`config.mk`:
```
export PLATFORM = sky130hd
export DESIGN_NAME = riscv_wb_arbiter
export DESIGN_NICKNAME = d
export VERILOG_FILES = /design/src/rtl/riscv_pkg.sv /design/src/rtl/riscv_wb_fifo.sv /design/src/rtl/riscv_wb_arbiter.sv
export SDC_FILE = /design/constraint.sdc
export NUM_CORES = 1
export LEC_CHECK = 0
export ABC_AREA = 1
export BUFFER_PORTS_ARGS = -buffer_cell sky130_fd_sc_hd__buf_2
export CAP_MARGIN = 20
export CORE_MARGIN = 5
export CORE_UTILIZATION = 58
export CTS_BUF_LIST = sky130_fd_sc_hd__clkbuf_16
export DETAILED_ROUTE_END_ITERATION = 8
export GPL_TIMING_DRIVEN = 1
export PLACE_DENSITY = 0.86
export SETUP_SLACK_MARGIN = 0.05
export SYNTH_ARGS = -nofsm -noshare
export SYNTH_HDL_FRONTEND = slang
export SYNTH_SLANG_ARGS = --single-unit
```
`constraint.sdc`:
```
create_clock -name clk_in -period 7.6 [get_ports clk_in]
set_input_delay 0.38 -clock clk_in [delete_from_list [all_inputs] [get_ports clk_in]]
set_output_delay 0.38 -clock clk_in [all_outputs]
set_load 0.005 [all_outputs]
```
`src/rtl/riscv_pkg.sv`:
```
// Shared types for the register-file writeback path: register index, XLEN word,
// and the buffered writeback entry, plus a saturating increment helper.
package riscv_pkg;

  localparam int XLEN  = 32;
  localparam int NREGS = 32;

  typedef logic [4:0]      reg_idx_t;
  typedef logic [XLEN-1:0] xlen_t;

  typedef struct packed {
    reg_idx_t rd;
    xlen_t    data;
  } wb_entry_t;

  function automatic xlen_t sat_inc(input xlen_t v);
    return (v == '1) ? v : v + xlen_t'(1);
  endfunction

endpackage

```
`src/rtl/riscv_wb_fifo.sv`:
```
// In-order ALU writeback buffer; exposes every slot so the issue stage can
// check read-after-write hazards against results not yet written back.
module riscv_wb_fifo
  import riscv_pkg::*;
#(
  parameter int DEPTH = 2
) (
  input  logic                   clk_in,
  input  logic                   rst_n_in,
  input  logic                   push_in,
  input  wb_entry_t              push_entry_in,
  input  logic                   pop_in,
  output logic                   full_out,
  output logic                   empty_out,
  output wb_entry_t              head_out,
  output logic      [DEPTH-1:0]  entry_valid_out,
  output wb_entry_t [DEPTH-1:0]  entries_out
);

  localparam int AW = (DEPTH > 1) ? $clog2(DEPTH) : 1;

  logic      [AW-1:0]    wr_ptr_q, wr_ptr_d;
  logic      [AW-1:0]    rd_ptr_q, rd_ptr_d;
  logic      [DEPTH-1:0] valid_q,  valid_d;
  wb_entry_t [DEPTH-1:0] mem_q,    mem_d;

  // Valid bits form a contiguous ring, so slot occupancy alone gives full/empty.
  assign full_out        = valid_q[wr_ptr_q];
  assign empty_out       = !valid_q[rd_ptr_q];
  assign head_out        = mem_q[rd_ptr_q];
  assign entry_valid_out = valid_q;
  assign entries_out     = mem_q;

  always_comb begin
    wr_ptr_d = wr_ptr_q;
    rd_ptr_d = rd_ptr_q;
    valid_d  = valid_q;
    mem_d    = mem_q;
    if (pop_in && !empty_out) begin
      valid_d[rd_ptr_q] = 1'b0;
      rd_ptr_d          = rd_ptr_q + AW'(1);
    end
    // Pop is applied first so a push into a full buffer that drains this cycle reuses the freed slot.
    if (push_in && (!full_out || (pop_in && !empty_out))) begin
      mem_d[wr_ptr_q]   = push_entry_in;
      valid_d[wr_ptr_q] = 1'b1;
      wr_ptr_d          = wr_ptr_q + AW'(1);
    end
  end

  always_ff @(posedge clk_in) begin
    if (!rst_n_in) begin
      wr_ptr_q <= '0;
      rd_ptr_q <= '0;
      valid_q  <= '0;
    end else begin
      wr_ptr_q <= wr_ptr_d;
      rd_ptr_q <= rd_ptr_d;
      valid_q  <= valid_d;
    end
  end

  always_ff @(posedge clk_in) begin
    mem_q <= mem_d;
  end

endmodule

```
`src/rtl/riscv_wb_arbiter.sv`:
```
// Register-file write port arbiter: loads win over buffered ALU results, with a
// pending-load scoreboard driving issue stall. Perf counters need WB_ARB_PERF_EN.
module riscv_wb_arbiter
  import riscv_pkg::*;
#(
  parameter int ALU_FIFO_DEPTH = 2
) (
  input  logic        clk_in,
  input  logic        rst_n_in,
  input  logic        alu_valid_in,
  input  logic [4:0]  alu_rd_in,
  input  logic [31:0] alu_data_in,
  output logic        alu_ready_out,
  input  logic        mem_valid_in,
  input  logic [4:0]  mem_rd_in,
  input  logic [31:0] mem_data_in,
  input  logic        issue_valid_in,
  input  logic        issue_is_load_in,
  input  logic [4:0]  issue_ra_in,
  input  logic [4:0]  issue_rb_in,
  input  logic [4:0]  issue_rd_in,
  output logic        stall_out,
  output logic        write_enable_out,
  output logic [4:0]  rd_out,
  output logic [31:0] wd_out,
  output logic [31:0] stall_cycles_out,
  output logic [31:0] conflict_cycles_out
);

  logic                           fifo_full, fifo_empty, fifo_push, fifo_pop;
  wb_entry_t                      fifo_head, alu_entry;
  logic      [ALU_FIFO_DEPTH-1:0] fifo_vld;
  wb_entry_t [ALU_FIFO_DEPTH-1:0] fifo_entries;

  logic              mem_win, fifo_hit;
  logic              we_q, we_d;
  reg_idx_t          rd_q, rd_d;
  xlen_t             wd_q, wd_d;
  logic [NREGS-1:0]  pending_q, pending_d;

  // Gating everything on rst_n_in keeps inputs from having any effect while in reset.
  assign mem_win       = rst_n_in && mem_valid_in && (mem_rd_in != '0);
  assign fifo_pop      = rst_n_in && !mem_win && !fifo_empty;
  assign alu_ready_out = rst_n_in && (!fifo_full || fifo_pop);
  assign fifo_push     = alu_valid_in && alu_ready_out && (alu_rd_in != '0);
  assign alu_entry     = '{rd: alu_rd_in, data: alu_data_in};

  riscv_wb_fifo #(
    .DEPTH(ALU_FIFO_DEPTH)
  ) u_fifo (
    .clk_in          (clk_in),
    .rst_n_in        (rst_n_in),
    .push_in         (fifo_push),
    .push_entry_in   (alu_entry),
    .pop_in          (fifo_pop),
    .full_out        (fifo_full),
    .empty_out       (fifo_empty),
    .head_out        (fifo_head),
    .entry_valid_out (fifo_vld),
    .entries_out     (fifo_entries)
  );

  always_comb begin
    fifo_hit = 1'b0;
    for (int i = 0; i < ALU_FIFO_DEPTH; i++) begin
      if (fifo_vld[i] &&
          (((issue_ra_in != '0) && (fifo_entries[i].rd == issue_ra_in)) ||
           ((issue_rb_in != '0) && (fifo_entries[i].rd == issue_rb_in))))
        fifo_hit = 1'b1;
    end
    stall_out = rst_n_in && issue_valid_in &&
                (pending_q[issue_ra_in] || pending_q[issue_rb_in] ||
                 pending_q[issue_rd_in] || fifo_hit);
  end

  always_comb begin
    we_d      = mem_win || fifo_pop;
    rd_d      = '0;
    wd_d      = '0;
    pending_d = pending_q;
    if (mem_win) begin
      rd_d               = mem_rd_in;
      wd_d               = mem_data_in;
      pending_d[mem_rd_in] = 1'b0;
    end else if (fifo_pop) begin
      rd_d = fifo_head.rd;
      wd_d = fifo_head.data;
    end
    // Set after clear: a new load to the same register keeps it pending.
    if (rst_n_in && issue_valid_in && issue_is_load_in && !stall_out && (issue_rd_in != '0))
      pending_d[issue_rd_in] = 1'b1;
    pending_d[0] = 1'b0;
  end

  always_ff @(posedge clk_in) begin
    if (!rst_n_in) begin
      we_q      <= 1'b0;
      rd_q      <= '0;
      wd_q      <= '0;
      pending_q <= '0;
    end else begin
      we_q      <= we_d;
      rd_q      <= rd_d;
      wd_q      <= wd_d;
      pending_q <= pending_d;
    end
  end

  assign write_enable_out = we_q;
  assign rd_out           = rd_q;
  assign wd_out           = wd_q;

`ifdef WB_ARB_PERF_EN
  xlen_t stall_cnt_q, stall_cnt_d;
  xlen_t conflict_cnt_q, conflict_cnt_d;

  always_comb begin
    stall_cnt_d    = stall_cnt_q;
    conflict_cnt_d = conflict_cnt_q;
    if (stall_out)
      stall_cnt_d = sat_inc(stall_cnt_q);
    if (mem_win && !fifo_empty)
      conflict_cnt_d = sat_inc(conflict_cnt_q);
  end

  always_ff @(posedge clk_in) begin
    if (!rst_n_in) begin
      stall_cnt_q    <= '0;
      conflict_cnt_q <= '0;
    end else begin
      stall_cnt_q    <= stall_cnt_d;
      conflict_cnt_q <= conflict_cnt_d;
    end
  end

  assign stall_cycles_out    = stall_cnt_q;
  assign conflict_cycles_out = conflict_cnt_q;
`else
  assign stall_cycles_out    = '0;
  assign conflict_cycles_out = '0;
`endif

endmodule

```
==> reports/qor.txt, run 1 <==
Run status: completed
Hold Fails Final Rpt: 0
IO Count: 199
Drt drc: 0
GRT Residual Overflow: 0
Die width: 125 um
RSZ-0062 raised after global routing: no
P_leak: 3.63 nW
Final setup viols: 0
CP most frequent cell: nand2_1
Starting DRT DRC Count: 804
TritonCTS clock tree: done
CP cell instances: buf_2, nor2_2, nand2_1, nand2_1, nand2_1, o21ai_1, o311ai_1, nor2_4
Worst Setup Start Kind: input port
Hold_sp: alu_data_in[9]
Slowest-stage cell, CP: nor2_4
CP Max Fanout: 38
Post-synthesis compound-gate area fraction: 0.110
Reg2Reg Capture Point: u_fifo.entries_out[48]
Slew HR: 0.266
Worst setup margin: 4690 ps
PwrDens: 214 nW/um^2
Finished Layout Cells: 1206
Post-CTS Hold Buffers: 0
Post-Synth Adder-Cell Area: 0
Post-CTS setup buffers: 0
Clk_skew: 12.5 ps
Placer's final routability congestion estimate: 0.949
Max-slew violations: 0
Routed len/inst: 16.9 um
Layout cell share with drive strength beyond 1: 0.242
Flop and latch count out of synthesis: 147
Unique masters post-synth: 37
Tot Pwr: 1.87 mW
TNS Setup: 0 ps
Area contributors post-synth: edfxtp_1 29%, dfxtp_1 19%, nand2_1 7.9%
Resized Gates After CTS: 0
First-pass GRT wire length: 31600 um
Mapped Cells: 903
Sequential share of the synthesized area: 0.479
Worst hold path class: in2reg
Post-synthesis xor/xnor area fraction: 0.0205
Synthesis warning total: 0
Initial antenna violation count: 0
DRT Pass-1 Iters: 6
Setup WS pre-CTS: 3500 ps
Vias: 6755
Starting Density: 0.586
Top cell type's share of synthesized area: 0.289
Final layout net count: 1113
Tightest Pin Transition: 1100 ps
WS Path Type: in2reg
Dpl cells: 1174
Total wire length: 20300 um
Minimum clock period: 2910 ps
HPWL after detailed placement: 13800 um
Clock root buffer: clkbuf_16
Max cap viols: 0
WP data arrival: 2960 ps
Largest net degree at the start of global routing: 41
Slack of the worst reg-to-reg path: 4830 ps
Routed vias/inst: 5.60
Clk Latency, worst-skew pair: 430 ps
Final worst-path cycle share: 0.383
Post-route ant nets: 0
Port Buffers: 134
Clk sinks: 147
CTS buffer count: 17
Area Growth Syn to Fin: 13.4%
FF-to-FF Start: u_fifo.rd_ptr_q
Total core area: 13100 um^2
CTS max path bufs: 2
Crit path launch: mem_rd_in[1]
Fmax: 344 MHz
# diodes: 0
Number of global-route vias before repair: 6105
Register-to-Register Path Depth: 7
CP endpoint kind: flop
Row count: 42
VDD IR max: 0.000213 V
Final Util: 0.664
Area of the die: 15700 um^2
Synthesized area: 7690 um^2
Worst path max stage delay: 900 ps
Multiplexer share of the synthesized area: 0
GRT Overall Usage: 0.252
Synth Area in Simple Gates: 0.259
H-tree Lvls: 4
Die Height: 125 um
Syn_area_per_cell: 8.52 um^2
Setup crit end: u_fifo.entries_out[48]
Largest family of logic cells by synthesized area: simple AND/OR/NAND/NOR gates
Yosys top cell by area: edfxtp_1
CP Data Required Time: 7650 ps
Clock-pin slew on the worst setup and hold paths: 70 ps
cell usage after synthesis (all sizes together):
cell,instances
o2111ai,1
nand4,3
edfxtp,74
xnor2,2
nor4,1
inv,76
xor2,16
nand3b,1
o211ai,6
o31ai,32
o21ai,40
clkbuf,20
nor3,22
o22ai,2
dfxtp,73
o21a,1
conb,1
buf,87
nand3,117
clkinv,1
nand2,163
o32ai,3
or3,1
nor2,122
a21oi,37
o311ai,1
critical path, delay by kind of cell:
family | cells | cell delay (ps)
AOI/OAI and AO/OA | 2 | 410
buffers and inverters | 1 | 120
and+or+nand+nor | 5 | 2020
registers in the layout, indices dropped and copies added (netlist names):
name / count
u_fifo.wr_ptr_q: 1
wd_out: 32
u_fifo.entry_valid_out: 2
rd_out: 5
pending_q: 31
u_fifo.entries_out: 74
write_enable_out: 1
u_fifo.rd_ptr_q: 1
where the power goes:
part | internal, mW | switching [mW]
Clock | 0.425 | 0.350
Combinational | 0.0656 | 0.150
Sequential | 0.868 | 0.0119
worst min-delay path by stage:
| stage | to | slack (ps) | cells past startpoint |
|---|---|---|---|
| after detailed placement | pending_q[25] | 500 | 2 |
| after global placement | u_fifo.entry_valid_out[0] | 500 | 2 |
| after CTS | u_fifo.entries_out[65] | 130 | 1 |
| after floorplan | u_fifo.wr_ptr_q | 460 | 2 |
| after global routing | u_fifo.entries_out[49] | 130 | 1 |
| final | u_fifo.entries_out[46] | 140 | 1 |
kinds of logic after synthesis:
group | after synthesis
AND/OR/NAND/NOR | 430
buffers and inverters | 184
flip-flops | 147
AO/OA/AOI/OAI | 123
XOR/XNOR | 18
other | 1
placed cells by master, fill, tap and decap left out, drive strengths merged, types with 5 or more instances in the layout:
cell	netlist	final
o211ai	6	6
o31ai	32	32
edfxtp	74	74
clkbuf	20	17
xor2	16	16
nor2	122	122
inv	76	83
buf	87	140
a21oi	37	37
nand2	163	163
nor3	22	22
clkinv	1	5
nand3	117	117
conb	1	64
o21ai	40	40
dfxtp	73	73
layout make-up:
class                      count  area (um^2)
clock buffer                  17          425
clock inverter                14          121
fill                        1033         4410
inverter                      77          289
multi-input combinational    635         3250
sequential                   147         3680
tap                          176          220
timing repair buffer         140          736
per-layer routing:
| layer | GRT usage | wire [um] |
|---|---|---|
| met3 | 0.0708 | 2500 |
| met4 | 0.0893 | 563 |
| met5 | 0 | 0 |
| met2 | 0.402 | 9530 |
| met1 | 0.331 | 7750 |
metrics by stage:
step | instance area (um^2) | hold WS, ps
after floorplan | 7930 | 459
after global placement | 8150 | 502
after detailed placement | 8150 | 504
after CTS | 8700 | 132
after global routing | 8720 | 127
final | 8720 | 139
(Power assumes the default switching activity.)
==> run 2: changes to the inputs <==
- CORE_UTILIZATION: 58 -> 48
- PLACE_DENSITY: 0.86 -> 0.76
- clock period: 7.6 -> 2.6 ns (I/O delays scaled with it)
==> reports/qor.txt, run 2 (same netlist as run 1, synthesis figures left out) <==
VDD IR max: 0.000514 V (+140%)
Worst hold path class: in2reg
Placer's final routability congestion estimate: 0.922 (-2.8%)
CP endpoint kind: output pin
Starting Density: 0.486 (-0.0995)
Die width: 137 um (+9.1%)
Run status: completed
WP data arrival: 2050 ps (-910 ps)
GRT Residual Overflow: 0 (unchanged)
Clk sinks: 147 (unchanged)
First-pass GRT wire length: 36300 um (+15%)
HPWL after detailed placement: 14600 um (+5.5%)
Max cap viols: 0 (unchanged)
Clock-pin slew on the worst setup and hold paths: 60 ps (about the same)
Routed vias/inst: 5.34 (-4.6%)
Area of the die: 18700 um^2 (+19%)
Total core area: 15800 um^2 (+20%)
Design Area, Final: 9580 um^2 (+9.8%)
Max-slew violations: 0 (unchanged)
Clk_skew: 7.66 ps (-4.82 ps)
Starting DRT DRC Count: 781 (-2.9%)
Dpl cells: 1222 (+4.1%)
CTS buffer count: 17 (unchanged)
Clk Latency, worst-skew pair: 420 ps (about the same)
Largest register FFs: 74 (unchanged)
Final Util: 0.605 (-0.0590)
Drt drc: 0 (unchanged)
Row count: 46 (+9.5%)
Global-route met2 utilization: 0.406 (+0.00426)
Layout cell share with drive strength beyond 1: 0.232 (-0.00959)
Vias: 7071 (+4.7%)
WS Path Type: reg2out
Final layout net count: 1189 (+6.8%)
Area Growth Syn to Fin: 24.5%
Post-route ant nets: 0 (unchanged)
IO Count: 199 (unchanged)
DRT Pass-1 Iters: 7 (+1)
CP most frequent cell: nand2_1
GRT Overall Usage: 0.251 (-0.00119)
Routed len/inst: 17.6 um (+4.2%)
P_leak: 3.98 nW (+9.7%)
Minimum clock period: 2180 ps
CTS max path bufs: 2 (unchanged)
CP Data Required Time: 2470 ps (-5180 ps)
Slowest-stage cell, CP: dfxtp_1
Post-placement cell area: 8300 um^2 (+1.8%)
Clock root buffer: clkbuf_16
# diodes: 0 (unchanged)
Commonest non-fill, non-tap cell in the layout: nand2_1
Port Buffers: 134 (unchanged)
PwrDens: 600 nW/um^2 (+180%)
Die Height: 137 um (+9.1%)
Number of global-route vias before repair: 6881 (+13%)
TNS Setup: 0 ps (unchanged)
Met1 Use GR: 0.317 (-0.0141)
Resized Gates After CTS: 0 (unchanged)
Largest net degree at the start of global routing: 41 (unchanged)
GR peak layer: met2
Finished Layout Cells: 1323 (+9.7%)
Initial antenna violation count: 2 (+2)
Tightest Pin Transition: 799 ps (-300 ps)
TritonCTS clock tree: done
Hold Fails Final Rpt: 0 (unchanged)
Final worst-path cycle share: 0.840
Tot Pwr: 5.75 mW (+210%)
GRT met3 Usage: 0.0647 (-0.00608)
Fmax: 458 MHz
Total wire length: 23200 um (+14%)
Worst path max stage delay: 370 ps (-530 ps)
Most frequent cells in the layout: 162 x nand2_1, 134 x buf_2, 117 x nor2_1, 86 x nand3_1, 74 x edfxtp_1
H-tree Lvls: 4 (unchanged)
Final setup viols: 0 (unchanged)
CP cell instances: inv_1, nand2_1, o211ai_1, nand3_1, nand3_1, nand2_1, nand2_1, nand3_2, o211ai_1, inv_1, buf_2
RSZ-0062 raised after global routing: no
Slew HR: 0.459 (+0.194)
Worst Setup Start Kind: flop
CP Max Fanout: 3 (-92%)
run 2: cell count changes in the layout (fill, tap and decap cells not counted), moves of 2 or more:
cell,delta
buf_12,+3
dlygate4sd3_1,+69
clkinvlp_4,-2
buf_4,+5
run 2: final cells by class:
class	count	area [um^2]
clock inverter	15	164
timing repair buffer	216	1500
inverter	77	289
sequential	147	3680
tap	216	270
multi-input combinational	635	3250
clock buffer	17	425
fill	1285	6250
run 2: repair_timing:
action	in CTS	in global routing
hold buffers	69	0
buffers inserted	0	0
hold endpoints to repair	106	0
run 2: path summary, 6_finish.rpt:
path	startpoint	to	slack, ps	cells past startpoint
setup reg to reg	pending_q[29]	pending_q[24]	760	12
setup / recovery	pending_q[29]	stall_out	420	11
hold / removal	rst_n_in	u_fifo.entry_valid_out[1]	40	2
hold reg to reg	u_fifo.entry_valid_out[0]	u_fifo.entry_valid_out[0]	520	2
run 2: report_power, final:
group          switching (mW)  internal, mW
clock network            1.06          1.36
logic                   0.466         0.278
registers              0.0397          2.54
run 2: critical path, delay by kind of cell, from the launching register on:
kind                   cells  cell delay [ps]
DFF                        1              370
and+or+nand+nor            6              570
AOI/OAI and AO/OA          2              360
buffers and inverters      3              330
run 2: through the flow:
step                      hold slack, ps  setup WS [ps]
after floorplan                      229           69.6
after global placement               319            559
after detailed placement             321            525
after CTS                           17.0            457
after global routing                27.0            266
final                               37.9            417
run 2: per-layer routing:
layer	wire length [um]	part of all wire
met3	2700	0.12
met5	21	0.00090
met1	8610	0.37
met2	11100	0.48
met4	811	0.035
